===== config.mk =====
export PLATFORM = sky130hd
export DESIGN_NAME = bcd_seg_scan
export DESIGN_NICKNAME = d
export VERILOG_FILES = /design/src/rtl/bcd_disp_pkg.sv /design/src/rtl/seg7_decode.sv /design/src/rtl/bcd_seg_scan.sv
export SDC_FILE = /design/constraint.sdc
export NUM_CORES = 1
export LEC_CHECK = 0
export BUFFER_PORTS_ARGS = -buffer_cell sky130_fd_sc_hd__buf_2
export CAP_MARGIN = 20
export CORE_MARGIN = 2
export CORE_UTILIZATION = 48
export CTS_CLUSTER_SIZE = 24
export DETAILED_ROUTE_END_ITERATION = 10
export PLACE_DENSITY = 0.75
export SYNTH_ARGS = -nofsm -noshare
export SYNTH_HDL_FRONTEND = slang
export SYNTH_HIERARCHICAL = 1
export SYNTH_SLANG_ARGS = --single-unit

===== constraint.sdc =====
create_clock -name clk -period 2 [get_ports clk]
set_input_delay 0.2 -clock clk [delete_from_list [all_inputs] [get_ports clk]]
set_output_delay 0.2 -clock clk [all_outputs]
set_load 0.02 [all_outputs]

===== src/rtl/bcd_disp_pkg.sv =====
// Shared constants and types for the BCD 7-segment scan display.
// Segment patterns are active-high {g,f,e,d,c,b,a}.
package bcd_disp_pkg;

  localparam logic [1:0] SLOT_ONES = 2'd0;
  localparam logic [1:0] SLOT_TENS = 2'd1;
  localparam logic [1:0] SLOT_HUNS = 2'd2;

  localparam logic [6:0] SEG_0    = 7'h3F;
  localparam logic [6:0] SEG_1    = 7'h06;
  localparam logic [6:0] SEG_2    = 7'h5B;
  localparam logic [6:0] SEG_3    = 7'h4F;
  localparam logic [6:0] SEG_4    = 7'h66;
  localparam logic [6:0] SEG_5    = 7'h6D;
  localparam logic [6:0] SEG_6    = 7'h7D;
  localparam logic [6:0] SEG_7    = 7'h07;
  localparam logic [6:0] SEG_8    = 7'h7F;
  localparam logic [6:0] SEG_9    = 7'h6F;
  localparam logic [6:0] SEG_DASH = 7'h40;
  localparam logic [6:0] SEG_OFF  = 7'h00;

  typedef struct packed {
    logic [3:0] huns;
    logic [3:0] tens;
    logic [3:0] ones;
  } bcd_digits_t;

  // ONES -> TENS -> HUNS -> ONES
  function automatic logic [1:0] slot_next(input logic [1:0] s);
    case (s)
      SLOT_ONES: slot_next = SLOT_TENS;
      SLOT_TENS: slot_next = SLOT_HUNS;
      default:   slot_next = SLOT_ONES;
    endcase
  endfunction

endpackage


===== src/rtl/seg7_decode.sv =====
// Combinational BCD digit to active-high 7-segment pattern.
// Non-decimal codes 10..15 show a dash.
module seg7_decode
  import bcd_disp_pkg::*;
(
  input  logic [3:0] digit,
  output logic [6:0] seg
);

  always_comb begin
    seg = SEG_DASH;
    case (digit)
      4'd0: seg = SEG_0;
      4'd1: seg = SEG_1;
      4'd2: seg = SEG_2;
      4'd3: seg = SEG_3;
      4'd4: seg = SEG_4;
      4'd5: seg = SEG_5;
      4'd6: seg = SEG_6;
      4'd7: seg = SEG_7;
      4'd8: seg = SEG_8;
      4'd9: seg = SEG_9;
      default: seg = SEG_DASH;
    endcase
  end

endmodule


===== src/rtl/bcd_seg_scan.sv =====
// Time-multiplexed 3-digit 7-segment driver with leading-zero blanking.
// Outputs are registered from the current slot and hold regs (one cycle of latency).
module bcd_seg_scan
  import bcd_disp_pkg::*;
#(
  parameter int CLK_DIV        = 50000,
  parameter int BLANK_LZ       = 1,
  parameter int SEG_ACTIVE_LOW = 1
) (
  input  logic       clk,
  input  logic       rst,
  input  logic       load,
  input  logic [3:0] huns,
  input  logic [3:0] tens,
  input  logic [3:0] ones,
  output logic [6:0] seg,
  output logic [2:0] an,
  output logic       frame
);

  localparam int              DIV_W    = (CLK_DIV > 1) ? $clog2(CLK_DIV) : 1;
  localparam logic [DIV_W-1:0] DIV_LAST = DIV_W'(CLK_DIV - 1);
  localparam logic            LZ_EN    = (BLANK_LZ != 0);
  localparam logic            ACT_LOW  = (SEG_ACTIVE_LOW != 0);
  localparam logic [6:0]      SEG_IDLE = ACT_LOW ? 7'h7F : 7'h00;
  localparam logic [2:0]      AN_IDLE  = ACT_LOW ? 3'b111 : 3'b000;

  bcd_digits_t      hold;
  logic [1:0]       slot;
  logic [DIV_W-1:0] div;

  // Index order matches the slot encoding: [0]=ones, [1]=tens, [2]=huns.
  logic [2:0][3:0] digit;
  logic [2:0][6:0] dec;
  logic [2:0]      blank;

  assign digit = {hold.huns, hold.tens, hold.ones};

  for (genvar g = 0; g < 3; g++) begin : g_dec
    seg7_decode u_dec (
      .digit (digit[g]),
      .seg   (dec[g])
    );
  end

  // Codes 10..15 are nonzero, so a dash never blanks.
  assign blank[0] = 1'b0;
  assign blank[1] = LZ_EN && (hold.huns == 4'd0) && (hold.tens == 4'd0);
  assign blank[2] = LZ_EN && (hold.huns == 4'd0);

  logic [6:0] seg_hi;
  logic [2:0] an_hi;

  always_comb begin
    seg_hi = SEG_OFF;
    an_hi  = 3'b000;
    case (slot)
      SLOT_ONES: begin seg_hi = dec[0]; an_hi = 3'b001; end
      SLOT_TENS: begin seg_hi = dec[1]; an_hi = 3'b010; end
      SLOT_HUNS: begin seg_hi = dec[2]; an_hi = 3'b100; end
      default:   begin seg_hi = SEG_OFF; an_hi = 3'b000; end
    endcase
    if ((slot == SLOT_TENS && blank[1]) || (slot == SLOT_HUNS && blank[2])) begin
      seg_hi = SEG_OFF;
      an_hi  = 3'b000;
    end
  end

  // Scan timing: divider wraps at CLK_DIV-1 and advances the slot.
  always_ff @(posedge clk) begin
    if (rst) begin
      div  <= '0;
      slot <= SLOT_ONES;
    end else if (div == DIV_LAST) begin
      div  <= '0;
      slot <= slot_next(slot);
    end else begin
      div  <= div + 1'b1;
    end
  end

  always_ff @(posedge clk) begin
    if (rst)
      hold <= '0;
    else if (load)
      hold <= '{huns: huns, tens: tens, ones: ones};
  end

  always_ff @(posedge clk) begin
    if (rst) begin
      seg   <= SEG_IDLE;
      an    <= AN_IDLE;
      frame <= 1'b0;
    end else begin
      seg   <= ACT_LOW ? ~seg_hi : seg_hi;
      an    <= ACT_LOW ? ~an_hi  : an_hi;
      frame <= (slot == SLOT_ONES) && (div == '0);
    end
  end

endmodule


# After elaboration in Yosys (flattened, before gate mapping)
# Memory sizes are Yosys's and may differ from the RTL's. A register that Yosys moved wholly into a read port is not among the register bits.
# Cells that the tools add are included.
# W data, S select, Z words.
# classes
n_addsub	1
n_eq_ne	3
n_mux	11
n_bitwise	2
reduce_logical	10
# ops
cell	n
$mux W4	6
$pmux W7 S3	1
$add A16 B1 Y16 const B	1
$eq A16 B16 Y1 const B	1
$logic_not A16 Y1	1
$pmux W3 S3	1
$logic_not A4 Y1	2
$mux W7	1
$not A7 Y7	1
$logic_and A1 B1 Y1	4
$pmux W2 S2	1
$mux W3	1
$not A3 Y3	1
$eq A2 B1 Y1 const B	1
$eq A2 B2 Y1 const B	1
$logic_not A2 Y1	1
$reduce_or A2 Y1	1
$logic_or A1 B1 Y1	1
# totals
ff_bits	41
rom_bits	336
output_inout_bits	11
elab_cells	38
memories	3
# memory_table
name	words	width	rd	rd_ports_with_merged_regs	wr	line_no	rtl
(no name shown)	16	7	1	1	0	seg7_decode.sv:12	case (digit)
(no name shown)	16	7	1	1	0	seg7_decode.sv:12	
(no name shown)	16	7	1	1	0	seg7_decode.sv:12	

# Longest topological paths before layout
# depth
word_depth	6
ltp_mapped	7
mapped_depth_nobuf	7

# Cells and area by module
# Netlist, hierarchy kept.
# by_module_without_submodules
mod	n_inst	cells_each	area_per_inst_um2	seq_area_each_um2
bcd_seg_scan	1	185	1778.0	820.8
seg7_decode at g_dec[1].u_dec	1	29	232.7	0.0
seg7_decode at g_dec[0].u_dec	1	29	227.7	0.0
seg7_decode at g_dec[2].u_dec	1	29	225.2	0.0

# Least setup slack after synthesis
# Ideal clock, no wire load.
# synth_path
path_kind	register -> register
startpoint	register hold, in the netlist digit[5]
endpoint	register seg[0]
t_arrival_ns	1.437
required_time_ns	1.883
path_slack_ns	0.445
stages_incl_launch_ff	8
path_buffers	0
synth_period_minus_slack_ns	1.555
cell_sequence	dfxtp_1 inv_1 ha_1 mux2_2 o22ai_1 mux2i_1 o21ai_0 nand2b_1
# synth_between
elab_chain_cells	6
# synth_rtl
item	line_no	rtl
start, declared	bcd_seg_scan.sv:28	bcd_digits_t hold;
start signal, assigned	bcd_seg_scan.sv:86	hold <= '{huns: huns, tens: tens, ones: ones};
$logic_not A4 Y1	bcd_seg_scan.sv:48	assign blank[1] = LZ_EN && (hold.huns == 4'd0) && (hold.tens == 4'd0);
$logic_and A1 B1 Y1	bcd_seg_scan.sv:48	
$logic_and A1 B1 Y1	bcd_seg_scan.sv:63	if ((slot == SLOT_TENS && blank[1]) || (slot == SLOT_HUNS && blank[2])) begin
$logic_or A1 B1 Y1	bcd_seg_scan.sv:63	
$mux W7	bcd_seg_scan.sv:63	
$not A7 Y7	bcd_seg_scan.sv:95	seg <= ACT_LOW ? ~seg_hi : seg_hi;
end signal, assigned	bcd_seg_scan.sv:95	
end, declared	bcd_seg_scan.sv:16	output logic [6:0] seg,
# No other way between the ends.
# A chain may end at the register's enable or synchronous reset.

==> metrics.txt <==
# TYPE chip_impl_metric gauge
chip_impl_info{name="run_status",value="completed"} 1
chip_impl_metric{name="max_freq",unit="MHz"} 570
chip_impl_metric{name="remaining_drc_errors",unit=""} 0
chip_impl_metric{name="postSynth.asyncResetShare",unit="%"} 0
chip_impl_metric{name="floorplan.initialDensity",unit="%"} 48.9
chip_impl_metric{name="worst_slew_pin_slew",unit="ps"} 551
chip_impl_info{name="ys_top_cells_by_area",value="dfxtp_1 (33%), ha_1 (10%), mux2i_1 (8.1%), nor2_1 (4.7%), xnor2_1 (4.6%)"} 1
chip_impl_info{name="critPathLaunchType",value="register"} 1
chip_impl_metric{name="share_comb_of_total_power",unit="%"} 15.1
chip_impl_metric{name="ant_nets",unit=""} 0
chip_impl_metric{name="worst_ir_drop_vdd",unit="mV"} 0.488
chip_impl_info{name="buffer_type_at_the_clock_tree_root",value="clkbuf_8"} 1
chip_impl_metric{name="synth_top_area_share",unit="%"} 33.3
chip_impl_metric{name="cts_repair_resize_count",unit=""} 0
chip_impl_metric{name="grt_usage",unit="%"} 16.8
chip_impl_metric{name="critPathRequiredTime",unit="ps"} 2180
chip_impl_metric{name="synth_cell_types",unit=""} 45
chip_impl_info{name="synth_top_flop_cell",value="dfxtp_1"} 1
chip_impl_metric{name="firstDrtPassIters",unit=""} 4
chip_impl_metric{name="period_share",unit="%"} 87.7
chip_impl_metric{name="chipHeight",unit="um"} 75.6
chip_impl_metric{name="std_cell_rows",unit=""} 26
chip_impl_metric{name="synth.avg_cell_area",unit="sq um"} 9.06
chip_impl_info{name="yosys.area.top_type",value="dfxtp_1"} 1
chip_impl_metric{name="die_area",unit="sq um"} 5720
chip_impl_info{name="cts_tree",value="done"} 1
chip_impl_metric{name="cap_viol_max_count",unit=""} 0
chip_impl_metric{name="vias",unit=""} 1848
chip_impl_metric{name="yosys_register_bits",unit=""} 41
chip_impl_metric{name="finalWeightedCongestion",unit=""} 0.842
chip_impl_metric{name="slew_headroom",unit="%"} 63.2
chip_impl_metric{name="detail_route.vias_per_cell",unit=""} 5.05
chip_impl_metric{name="clock_input_transition_at_the_sequential_cells_of_the_worst_setup_and_hold_paths",unit="ps"} 70
chip_impl_metric{name="pin_count",unit=""} 26
chip_impl_info{name="crit_path_cell_trace",value="inv_1 -> ha_1 -> mux2_2 -> o22ai_1 -> mux2i_1 -> o21ai_0 -> nand2b_1"} 1
chip_impl_metric{name="finalCriticalPeriod",unit="ps"} 1750
chip_impl_metric{name="mappedNetlistNets",unit=""} 307
chip_impl_metric{name="synth_edf_count",unit=""} 0
chip_impl_info{name="setup_repair_after_global_routing_missed_its_margin",value="false"} 1
chip_impl_metric{name="flow.area_growth_from_synthesis",unit="%"} 10.0
chip_impl_metric{name="final_core_util",unit="%"} 53.7
chip_impl_metric{name="critPathMaxFanout",unit=""} 9
chip_impl_metric{name="power.sequential.fraction",unit="%"} 49.3
chip_impl_metric{name="critical-path-max-stage-delay",unit="ps"} 500
chip_impl_metric{name="cp.arrival",unit="ps"} 1940
chip_impl_metric{name="grt_pass1_wl",unit="um"} 7250
chip_impl_metric{name="share_clk_of_total_power",unit="%"} 35.6
chip_impl_metric{name="setup_viol",unit=""} 0
chip_impl_metric{name="wl_per_cell",unit="um"} 12.4
chip_impl_metric{name="sequential_cell_area_fraction_in_the_yosys_report",unit="%"} 33.3
chip_impl_metric{name="power_report.internal_total",unit="uW"} 1340
chip_impl_metric{name="hold_viol_final",unit=""} 0
chip_impl_info{name="end_kind",value="register"} 1
chip_impl_metric{name="instances_no_fill",unit=""} 366
chip_impl_metric{name="tritoncts.num_buffers",unit=""} 5
chip_impl_metric{name="synth.cell_area",unit="sq um"} 2460
chip_impl_metric{name="power_leakage",unit="uW"} 0.00115
chip_impl_metric{name="count_of_buffers_added_by_post_cts_timing_repair_for_setup",unit=""} 0
chip_impl_info{name="worst_path_max_delay_cell",value="dfxtp_1"} 1
chip_impl_metric{name="clock_latency",unit="ps"} 300
chip_impl_metric{name="clock_skew",unit="ps"} 8.07
chip_impl_metric{name="finish.net_count",unit=""} 331
chip_impl_metric{name="grt_max_degree",unit=""} 21
chip_impl_metric{name="dp_hpwl",unit="um"} 3390
chip_impl_metric{name="number_of_max_slew_violations_in_the_final_report",unit=""} 0
chip_impl_metric{name="placed_cells_incl_taps",unit=""} 359
chip_impl_info{name="launching_instance_or_port_of_the_critical_path",value="digit[1]"} 1
chip_impl_metric{name="placeableCoreArea",unit="sq um"} 5040
chip_impl_metric{name="power.share.switching",unit="%"} 25.7
chip_impl_metric{name="power_density",unit="nW/um^2"} 665
chip_impl_metric{name="vias_in_the_first_global_route",unit=""} 1602
chip_impl_info{name="hold_path.startpoint",value="ones[3]"} 1
chip_impl_metric{name="die-width",unit="um"} 75.6
chip_impl_info{name="critical_path.reg2reg.startpoint",value="digit[1]"} 1
chip_impl_metric{name="drive_gt1_share",unit="%"} 19.6
chip_impl_metric{name="totalWireLength",unit="um"} 4550
chip_impl_metric{name="cts.htree.levels",unit=""} 2
chip_impl_info{name="min_path_type",value="input pin to register"} 1
chip_impl_metric{name="diodes",unit=""} 0
chip_impl_metric{name="clkSinkCount",unit=""} 41
chip_impl_metric{name="fill_cells",unit=""} 463
chip_impl_metric{name="detailedRoute.firstIterationViolations",unit=""} 71
chip_impl_metric{name="setup_total_negative_slack",unit="ps"} 0
chip_impl_metric{name="antenna_found_initial",unit=""} 0
chip_impl_metric{name="synthesis.instances",unit=""} 272
chip_impl_metric{name="p_sw",unit="uW"} 463
chip_impl_metric{name="grt_overflow_total",unit=""} 0
chip_impl_metric{name="cts.hold.buffers_added",unit=""} 0
chip_impl_metric{name="synth_warnings",unit=""} 6
chip_impl_metric{name="clock_tree_buf_depth",unit=""} 2
chip_impl_info{name="criticalPathCategory",value="register to register"} 1
chip_impl_metric{name="io_buffers",unit=""} 25
## final cells by class
type	instances	area [sq um]	share of cell area (%)
Inverter	22	82.6	3.05
Multi-Input combinational cell	197	1460	53.9
Clock inverter	2	35.0	1.29
Timing Repair Buffer	29	155	5.72
Tap cell	70	87.6	3.23
Sequential cell	41	821	30.3
Clock buffer	5	68.8	2.54
## registers in the layout, indices dropped and copies added, names as in the netlist
name / count
an: 3
digit: 12
div: 16
frame: 1
seg: 7
slot: 2
## power groups by stage
stage	clock, uW	combinational [uW]	sequential (uW)
floorplan	0	194	921
global placement	0	267	907
detailed placement	0	273	908
CTS	661	274	889
global route	691	306	896
finish	643	271	889
## logic make-up after synthesis
| group | after synthesis | synth area share (%) |
|---|---|---|
| mux | 23 | 9.65 |
| fa+ha+maj | 20 | 10.2 |
| buf+inv | 34 | 7.42 |
| flops | 41 | 33.3 |
| simple gates | 102 | 24.7 |
| xor+xnor | 14 | 4.98 |
| compound gates | 38 | 9.75 |
## Yosys cell counts (2+ instances only)
master and n:
dfxtp_1 41, nor2_1 31, inv_1 22, ha_1 20
mux2i_1 20, nand2_1 16, o21ai_0 14, xnor2_1 13
nand2b_1 9, o22ai_1 9, buf_6 7, nor2b_1 6
a21o_1 5, nor3_1 5, nor4_2 5, nand3_1 4
nor2_2 4, clkbuf_1 3, nor4_1 3, o31a_1 3
a21oi_1 2, and4_1 2, buf_2 2, mux2_2 2
nand2b_2 2, nand4_4 2, or2_1 2
## critical path: cells and delay by family (launching register included)
kind / cells / cell delay (ps)
buffers and inverters: 1 / 140
AO/OA/AOI/OAI: 2 / 340
multiplexers: 2 / 390
adder cells (fa/ha/maj): 1 / 200
flip-flops: 1 / 500
AND/OR/NAND/NOR: 1 / 70
## per-layer routing
metal  track usage, %  part of all wire, %
met3             3.97                  3.2
met2             25.7                   45
met1             23.1                   50
met4             6.43                  1.9
met5                0                    0
## metrics by stage
stage | hold slack (ps) | worst slack [ps] | instance area (sq um) | total power, uW
after floorplan | 317 | 445 | 2460 | 1110
after global placement | 435 | 327 | 2610 | 1170
after detailed placement | 442 | 274 | 2610 | 1180
after CTS | 136 | 251 | 2710 | 1830
after global routing | 136 | 95.2 | 2710 | 1890
final | 141 | 247 | 2710 | 1800
## layout by cell type, fill, tap and decap left out, drive strengths merged
cell type | synthesis | routed
nor4 | 8 | 8
inv | 22 | 22
and4 | 2 | 2
or2 | 3 | 3
a21o | 6 | 6
nor2 | 35 | 35
a31oi | 1 | 1
nand3b | 1 | 1
dfxtp | 41 | 41
a21oi | 2 | 2
o21ai | 15 | 15
nor3b | 1 | 1
o22ai | 9 | 9
buf | 9 | 29
or4 | 1 | 1
nor3 | 5 | 5
nand2b | 11 | 11
nand2 | 16 | 16
nand4 | 4 | 4
nor2b | 7 | 7
ha | 20 | 20
mux2 | 3 | 3
xnor2 | 13 | 13
clkinv | 0 | 1
a22oi | 2 | 2
or3 | 1 | 1
or4b | 1 | 1
o31a | 3 | 3
bufinv | 0 | 1
mux2i | 20 | 20
clkbuf | 3 | 5
nand3 | 5 | 5
xor2 | 1 | 1
and2b | 1 | 1
## path summary, 6_finish.rpt
check,endpoint,slack [ps],depth (start not counted)
max reg2reg,seg[0],250,7
max,seg[0],250,7
min reg2reg,div[0],520,1
min,digit[3],140,3
Note: power is estimated with default switching activity, not from simulation.
